<file path="config.mk">
export PLATFORM = sky130hd
export DESIGN_NAME = uart_rx
export DESIGN_NICKNAME = d
export VERILOG_FILES = /design/src/rtl/uart_pkg.sv /design/src/rtl/uart_rx_fifo.sv /design/src/rtl/uart_rx.sv
export SDC_FILE = /design/constraint.sdc
export NUM_CORES = 1
export LEC_CHECK = 0
export CAP_MARGIN = 5
export CORE_ASPECT_RATIO = 1.1
export CORE_UTILIZATION = 35
export CTS_BUF_LIST = sky130_fd_sc_hd__clkbuf_4 sky130_fd_sc_hd__clkbuf_8 sky130_fd_sc_hd__clkbuf_16
export CTS_CLUSTER_DIAMETER = 30
export DETAILED_ROUTE_END_ITERATION = 10
export GPL_TIMING_DRIVEN = 0
export HOLD_SLACK_MARGIN = 0.1
export SYNTH_ARGS = -nofsm -noshare
export SYNTH_HDL_FRONTEND = slang
export SYNTH_SLANG_ARGS = --single-unit
</file>
<file path="constraint.sdc">
create_clock -name clk -period 3.04 [get_ports clk]
set_input_delay 0.608 -clock clk [delete_from_list [all_inputs] [get_ports clk]]
set_output_delay 0.608 -clock clk [all_outputs]
set_load 0.05 [all_outputs]
</file>
<file path="src/rtl/uart_pkg.sv">
// Shared UART definitions: receiver state encoding, frame width and baud divisor helpers.
`timescale 1ns/1ps
package uart_pkg;

  localparam int UART_DATA_BITS = 8;

  typedef enum logic [2:0] {
    IDLE,
    START,
    DATA,
    STOP,
    BREAK
  } uart_rx_state_t;

  // Clock cycles per bit, rounded to nearest.
  function automatic int baud_div(input real clk_freq, input int baud);
    return int'($rtoi(clk_freq / real'(baud) + 0.5));
  endfunction

  function automatic int baud_half(input real clk_freq, input int baud);
    return baud_div(clk_freq, baud) / 2;
  endfunction

endpackage

</file>
<file path="src/rtl/uart_rx_fifo.sv">
// First-word-fall-through synchronous FIFO; the head is always visible on rd_data while not empty.
`timescale 1ns/1ps
module uart_rx_fifo #(
  parameter int DATA_W    = 8,
  parameter int ADDR_BITS = 2
) (
  input  logic              clk,
  input  logic              rst_n,
  input  logic              wr_en,
  input  logic [DATA_W-1:0] wr_data,
  input  logic              rd_en,
  output logic [DATA_W-1:0] rd_data,
  output logic              empty,
  output logic              full
);

  localparam int DEPTH = 2 ** ADDR_BITS;

  logic [DATA_W-1:0]  mem [DEPTH];
  logic [ADDR_BITS:0] wr_ptr;
  logic [ADDR_BITS:0] rd_ptr;
  logic               wr_ok;
  logic               rd_ok;

  assign empty = (wr_ptr == rd_ptr);
  assign full  = (wr_ptr[ADDR_BITS] != rd_ptr[ADDR_BITS]) &&
                 (wr_ptr[ADDR_BITS-1:0] == rd_ptr[ADDR_BITS-1:0]);

  // A pop frees the slot being written, so a full FIFO still accepts a write alongside a read.
  assign rd_ok = rd_en && !empty;
  assign wr_ok = wr_en && (!full || rd_ok);

  always_ff @(posedge clk or negedge rst_n) begin
    if (!rst_n) begin
      wr_ptr <= '0;
      rd_ptr <= '0;
    end else begin
      if (wr_ok) wr_ptr <= wr_ptr + (ADDR_BITS+1)'(1);
      if (rd_ok) rd_ptr <= rd_ptr + (ADDR_BITS+1)'(1);
    end
  end

  always_ff @(posedge clk or negedge rst_n) begin
    if (!rst_n) begin
      for (int i = 0; i < DEPTH; i++) mem[i] <= '0;
    end else if (wr_ok) begin
      mem[wr_ptr[ADDR_BITS-1:0]] <= wr_data;
    end
  end

  assign rd_data = mem[rd_ptr[ADDR_BITS-1:0]];

endmodule

</file>
<file path="src/rtl/uart_rx.sv">
// 8N1 UART receiver: synchronises the line, samples mid-bit, and queues good bytes in a FWFT FIFO.
//   state | meaning
//   IDLE  | line high, waiting for a falling edge
//   START | half a bit in, confirm the start bit is still low
//   DATA  | sample eight data bits, LSB first, one per bit period
//   STOP  | sample stop bit; high queues the byte, low flags a framing error
//   BREAK | line stuck low after a framing error, wait for it to go high
`timescale 1ns/1ps
module uart_rx
  import uart_pkg::*;
#(
  parameter real CLK_FREQ       = 87.49091e6,
  parameter int  BAUD           = 115200,
  parameter int  FIFO_ADDR_BITS = 2
) (
  input  logic                      clk,
  input  logic                      rst_n,
  input  logic                      rx_i,
  input  logic                      rd_en_i,
  output logic [UART_DATA_BITS-1:0] data_o,
  output logic                      fifo_empty_o,
  output logic                      fifo_full_o,
  output logic                      frame_err_o,
  output logic                      overrun_o
);

  localparam int DIV  = baud_div(CLK_FREQ, BAUD);
  localparam int HALF = baud_half(CLK_FREQ, BAUD);
  localparam int CW   = $clog2(DIV);
  localparam int BW   = $clog2(UART_DATA_BITS);

  logic                      rx_meta;
  logic                      rxs;
  uart_rx_state_t            state;
  uart_rx_state_t            state_nxt;
  logic [CW-1:0]             cnt;
  logic                      tc;
  logic [BW-1:0]             bit_cnt;
  logic                      last_bit;
  logic [UART_DATA_BITS-1:0] shreg;
  logic                      load_half;
  logic                      load_div;
  logic                      bit_clr;
  logic                      shift_en;
  logic                      stop_good;
  logic                      stop_bad;

  always_ff @(posedge clk or negedge rst_n) begin
    if (!rst_n) begin
      rx_meta <= 1'b1;
      rxs     <= 1'b1;
    end else begin
      rx_meta <= rx_i;
      rxs     <= rx_meta;
    end
  end

  assign tc       = (cnt == '0);
  assign last_bit = (bit_cnt == BW'(UART_DATA_BITS-1));

  always_ff @(posedge clk or negedge rst_n) begin
    if (!rst_n) state <= IDLE;
    else        state <= state_nxt;
  end

  always_comb begin
    state_nxt = state;
    case (state)
      IDLE:    if (!rxs) state_nxt = START;
      START:   if (tc) state_nxt = rxs ? IDLE : DATA;
      DATA:    if (tc && last_bit) state_nxt = STOP;
      STOP:    if (tc) state_nxt = rxs ? IDLE : BREAK;
      BREAK:   if (rxs) state_nxt = IDLE;
      default: state_nxt = IDLE;
    endcase
  end

  always_comb begin
    load_half = 1'b0;
    load_div  = 1'b0;
    bit_clr   = 1'b0;
    shift_en  = 1'b0;
    stop_good = 1'b0;
    stop_bad  = 1'b0;
    case (state)
      IDLE:  load_half = 1'b1;
      START: begin
        bit_clr  = 1'b1;
        load_div = tc;
      end
      DATA: begin
        shift_en = tc;
        load_div = tc;
      end
      STOP: begin
        stop_good = tc && rxs;
        stop_bad  = tc && !rxs;
      end
      default: ;
    endcase
  end

  // Bit timer counts down to the next sample point.
  always_ff @(posedge clk or negedge rst_n) begin
    if (!rst_n) begin
      cnt     <= '0;
      bit_cnt <= '0;
      shreg   <= '0;
    end else begin
      if (load_half)     cnt <= CW'(HALF-1);
      else if (load_div) cnt <= CW'(DIV-1);
      else if (!tc)      cnt <= cnt - CW'(1);
      if (bit_clr)       bit_cnt <= '0;
      else if (shift_en) bit_cnt <= bit_cnt + BW'(1);
      if (shift_en)      shreg <= {rxs, shreg[UART_DATA_BITS-1:1]};
    end
  end

  always_ff @(posedge clk or negedge rst_n) begin
    if (!rst_n) begin
      frame_err_o <= 1'b0;
      overrun_o   <= 1'b0;
    end else begin
      frame_err_o <= stop_bad;
      overrun_o   <= stop_good && fifo_full_o && !rd_en_i;
    end
  end

  uart_rx_fifo #(
    .DATA_W    (UART_DATA_BITS),
    .ADDR_BITS (FIFO_ADDR_BITS)
  ) u_fifo (
    .clk     (clk),
    .rst_n   (rst_n),
    .wr_en   (stop_good),
    .wr_data (shreg),
    .rd_en   (rd_en_i),
    .rd_data (data_o),
    .empty   (fifo_empty_o),
    .full    (fifo_full_o)
  );

endmodule

</file>
Word-level counts from Yosys, hierarchy flattened
Index checks and enable logic that the tools add are counted.

storage, ports and cells
  logic and storage cells = 81
  input port bits = 4
  register bits after elaboration = 66
  output and inout port bits = 12

cells by class
  mux-type cells = 25
  reductions and logical operators = 19
  equality and inequality tests = 14
  $lt $le $gt $ge = 3
  add/sub/neg operators = 4
  bitwise operators = 2

operators by type and width
  kind                   number
  $bwmux 32              1
  $mux 10                3
  $mux 3                 8
  $mux 8                 3
  $bmux 8 s2             1
  $demux 8 s2            1
  $pmux 3 s5             1
  $logic_not 10->1       1
  $ne 2x2->1 const B     5
  $sub 10x1->10 const B  1
  $add 3x1->3 const B    3
  $logic_and 1x1->1      9
  $eq 3x2->1 const B     2
  $eq 3x3->1 const B     2
  $ge 3x3->1 const B     2
  $mux 1                 6
  $not 2->3              2
  $reduce_and 5->1       1
  $logic_not 1->1        4
  $eq 3x1->1 const B     1
  $eq 3x3->1             1
  $logic_not 3->1        1
  $lt 3x1->1 const B     1
  $ne 3x1->1 const B     1
  6 further kinds        6

Depth between registers and ports, before layout
  depth in word-level cells = 6
  mapped depth = 7
  mapped depth without buffers = 6

Hierarchy
From an unflattened synthesis, not the netlist that was laid out.

unflattened totals
  cell total of the unflattened synthesis = 240
  area total of the unflattened synthesis = 3,313.2 µm²

by module, submodules not included
  module        cells each  times used  seq. area each (µm²)  area each (µm²)
  uart_rx_fifo  118         1           950.9                 1,955.6
  uart_rx       122         1           703.2                 1,357.6

Worst setup path after synthesis
Ideal clock, no wire load.

  kind = reg-to-output
  start point = register u_fifo.rd_ptr[1]
  end point = output fifo_empty_o
  buffers on the path = 1
  path slack = 0.835 ns
  data arrival time = 1.597 ns
  data required time = 2.432 ns
  stages on the path, launching flop included = 5
  cell sequence = dfrtp_1 -> clkbuf_1 -> xnor2_1 -> nand2_1 -> nor2_1

between the ends
  cells in the longest elaborated chain, start to end = 1

ends and longest elaborated chain
  element                 line                text
  from (decl)             uart_rx_fifo.sv:21  logic [ADDR_BITS:0] rd_ptr;
  from (signal assigned)  uart_rx_fifo.sv:39  if (rd_ok) rd_ptr <= rd_ptr + (ADDR_BITS+1)'(1);
  $eq 3x3->1              uart_rx_fifo.sv:25  assign empty = (wr_ptr == rd_ptr);
  to (decl)               uart_rx.sv:21       output logic fifo_empty_o,

Every way passes these cells.

Final worst setup path
  start point = register u_fifo.rd_ptr[0]
  end point = output data_o[5]

between the ends
  cells in the longest elaborated chain, start to end = 4

ends and longest elaborated chain
  element                                     line                text
  $not 2->3 (not written as such)             uart_rx_fifo.sv:51  assign rd_data = mem[rd_ptr[ADDR_BITS-1:0]];
  $bmux 8 s2                                  uart_rx_fifo.sv:51
  $mux 8 (not written as such) (2 in series)  uart_rx_fifo.sv:51
  to (decl)                                   uart_rx.sv:20       output logic [UART_DATA_BITS-1:0] data_o,

Every way passes these cells. The select of a mux whose other input is x is not followed.

==> impl_metrics.yaml <==
min_path:
  hold_path.class: "input pin to asynchronous set/reset pin"
pwr:
  p_comb_share_pct: 1.3
  finalPower_mw: 1.628
  p_leak_nw: 1.688
  pwr-share-seq_pct: 54.2
  clkPwrFrac_pct: 44.6
  peakVddDrop_uv: 314.6
  power.switching_mw: 0.3499
  power_density_nw_per_um2: 454.7
  sw_frac_of_total_pct: 21.50
  p_int_mw: 1.278
final_layout:
  final_area_um2: 3580
  drive_gt1_share_pct: 30.57
  finalNetCount: 273
  instances_no_fill: 376
  multiInputGateArea_um2: 1364
  area_growth_pct: 15.92
  num_antenna_cells: 0
  nFillCells: 812
  seq_area_um2: 1654
clock_tree:
  cts_setup_buffers: 0
  path_clk_slew_ns: 0.07
  clock_latency_ns: 0.34
  htreeDepth: 3
  cts_buffers: 9
  cts_sinks: 66
  cts_tree: "built"
  clock_path_buffers: 2
  cts_root_buf: "clkbuf_8"
sta:
  period_needed_ns: 2.929
  max_slew_margin_pct: 41.52
  worst_slew_pin_slew_ns: 0.8705
  fin_setup_tns_ns: 0
  rsz0062_at_grt: "no"
  timing.final.crit_share_pct: 96.33
  worst_clock_skew_ns: 0.006615
  max_freq_mhz: 341.5
  finalMaxSlewViolations: 0
  setup_viol_count_final: 0
  hold_viol: 0
placed_design:
  dp_hpwl_mm: 3.634
  dp.cells: 360
  dpl_cell_area_um2: 3374
  portBuffers: 15
  gp_congestion: 0.7687
synthesis:
  synth_warnings: 0
  synth_cell_type_count: 37
  synth_top_area_share_pct: 51.86
  ys_ff_latch: 66
  synth-edff-count: 0
  yosys.cell_count.top_type: "dfrtp_1"
  ys_seq_area_share_pct: 53.57
  yosys-top-cells-area: "dfrtp_1 (52%), mux2_2 (15%), mux4_2 (5.8%)"
  synthTopCellsByCount: "dfrtp_1 (64), mux2_2 (42), nand2_1 (15)"
  synthCells: 234
  synth-main-ff-cell: "dfrtp_1"
  yosysTopAreaCell: "dfrtp_1"
  async_reset_ff_share_pct: 100.0
  synth.net_count: 247
  syn_avg_cell_area_um2: 13.20
  synthesis.area_um2: 3088
run:
  drv_cap: 0
critical_path:
  arrival_ns: 2.32
  endpoint_kind: "output port"
  critPathRequiredTime_ns: 2.43
  reg2regPathDepth: 5
  crit_fanout: 10
  critPathLaunchType: "flop"
  reg2reg_from: "cnt[2]$_DFFE_PN0P_"
  crit_start: "u_fifo.rd_ptr[0]$_DFFE_PN0P_"
  worst_r2r_endpoint: "shreg[1]$_DFFE_PN0P_"
  criticalPathCategory: "flop to output port"
  rrSetupSlack_ns: 0.42
  cp-endpoint: "data_o[5]"
drt:
  drt_pass1_iterations: 4
  vias: 1891
  avgRoutedWirePerCell_um: 14.98
  drc: 0
  viasPerCell: 5.029
  final_antenna_net_count: 0
  drtIter0Drc: 73
  finalWirelength_mm: 5.631
global_route:
  grt.busiest_layer: "met2"
  grt_usage_pct: 13.68
  grt_pass1_wl_mm: 9.473
  grt_pass1_vias: 1865
  grt_max_degree: 67
  antenna_found_initial: 0
  grt_use_met3_pct: 3.846
  grt_util_met2_pct: 22.90
  grt_overflow: 0
  met1_usage_pct: 16.46
die:
  fp.dieH_um: 100.5
  num_io_pins: 16
  initial_utilization_pct: 36.54
  rows: 35
  coreArea_um2: 8452
  die_area_um2: 9203
  die_w_um: 91.56
status:
  status: "finished clean"
## layout make-up
type | count | share of cell area (%)
inverters | 8 | 0.8389
clock buffers | 11 | 3.880
repair buffers | 15 | 4.404
clock inverters | 5 | 1.538
plain buffers | 8 | 1.153
multi-input cells | 152 | 38.10
well taps | 111 | 3.880
flip-flops and latches | 66 | 46.21
## metal layers
layer / up-vias / wire, µm
met4: 0 / 102
met3: 12 / 164
met1: 949 / 2491
met5: - / 0
met2: 32 / 2873
li1: 898 / -
## power by group through the flow
stage | Combinational (mW) | Sequential, mW | Clock [mW]
detailed placement | 0.0227 | 0.899 | 0
floorplan | 0.000861 | 0.898 | 0
global route | 0.0252 | 0.881 | 0.798
finish | 0.0208 | 0.882 | 0.725
CTS | 0.0225 | 0.881 | 0.753
global placement | 0.0228 | 0.899 | 0
## sequential cells by signal, indices dropped and copies added (netlist names)
register / cells
u_fifo.rd_ptr: 3
u_fifo.mem: 32
state: 3
u_fifo.wr_ptr: 3
bit_cnt: 3
shreg: 8
rx_meta: 1
rxs: 1
frame_err_o: 1
cnt: 10
overrun_o: 1
## critical path, cell delays in order, from the launching register on
cell             delay, ns
dfrtp_1               0.35
buf_2                 0.35
mux4_2                0.56
clkdlybuf4s50_1       0.72
## cells by family after synthesis
| group | count (synthesis) | synth area share (%) |
|---|---|---|
| flip-flops | 66 | 53.57 |
| AND/OR/NAND/NOR | 57 | 10.33 |
| multiplexers | 54 | 22.45 |
| AO/OA/AOI/OAI | 20 | 4.295 |
| buffers and inverters | 16 | 2.269 |
| XOR/XNOR | 11 | 3.120 |
| adder cells (fa/ha/maj) | 10 | 3.971 |
## stage by stage
step           hold slack [ns]  setup slack [ns]  util [%]
5_1_grt                 0.3631         0.0005460     42.35
3_3_place_gp            0.3464           -0.8723     39.96
2_1_floorplan           0.3124            0.8352         -
4_1_cts                 0.3602           0.04649     42.24
6_report                0.3534            0.1115     42.35
3_5_place_dp            0.3497            0.2904     39.93
## repair_timing
action | CTS | global route
cloned | 0 | 0
setup endpoints to repair | 4 | 4
pin swaps | 0 | 0
resized for setup | 1 | 4
endpoints found under the hold margin | 0 | 0
hold buffers | 0 | 0
## how the worst min path moves through the flow
stage / cells after the start / slack, ns / end / startpoint
floorplan: 0 / 0.31 / bit_cnt[0]$_DFFE_PN0P_ / rst_n
global placement: 0 / 0.35 / rxs$_DFF_PN1_ / rx_meta$_DFF_PN1_
detailed placement: 0 / 0.35 / rxs$_DFF_PN1_ / rx_meta$_DFF_PN1_
CTS: 0 / 0.36 / rxs$_DFF_PN1_ / rx_meta$_DFF_PN1_
global route: 0 / 0.36 / rxs$_DFF_PN1_ / rx_meta$_DFF_PN1_
finish: 1 / 0.35 / cnt[6]$_DFFE_PN0P_ / rst_n
## cells in the final DEF (no fill, tap or decap), types with 2 or more instances in the layout
master	count
dfstp_2	2
nand3_1	4
nor4_1	3
clkinv_2	2
clkbuf_8	9
a21oi_1	5
nand2_1	15
xor2_1	3
clkdlybuf4s50_1	10
nor2_1	13
dlymetal6s2s_1	4
clkinvlp_4	2
nand4b_1	3
buf_2	2
mux4_2	8
nand3_2	4
xnor2_1	8
nor3_1	6
mux2_2	42
clkbuf_1	4
clkbuf_4	2
ha_1	9
o211ai_1	4
dfrtp_1	64
inv_1	8
and3_1	2
o21ai_0	5
mux2i_1	4
Power figures use the tool's default switching activity.
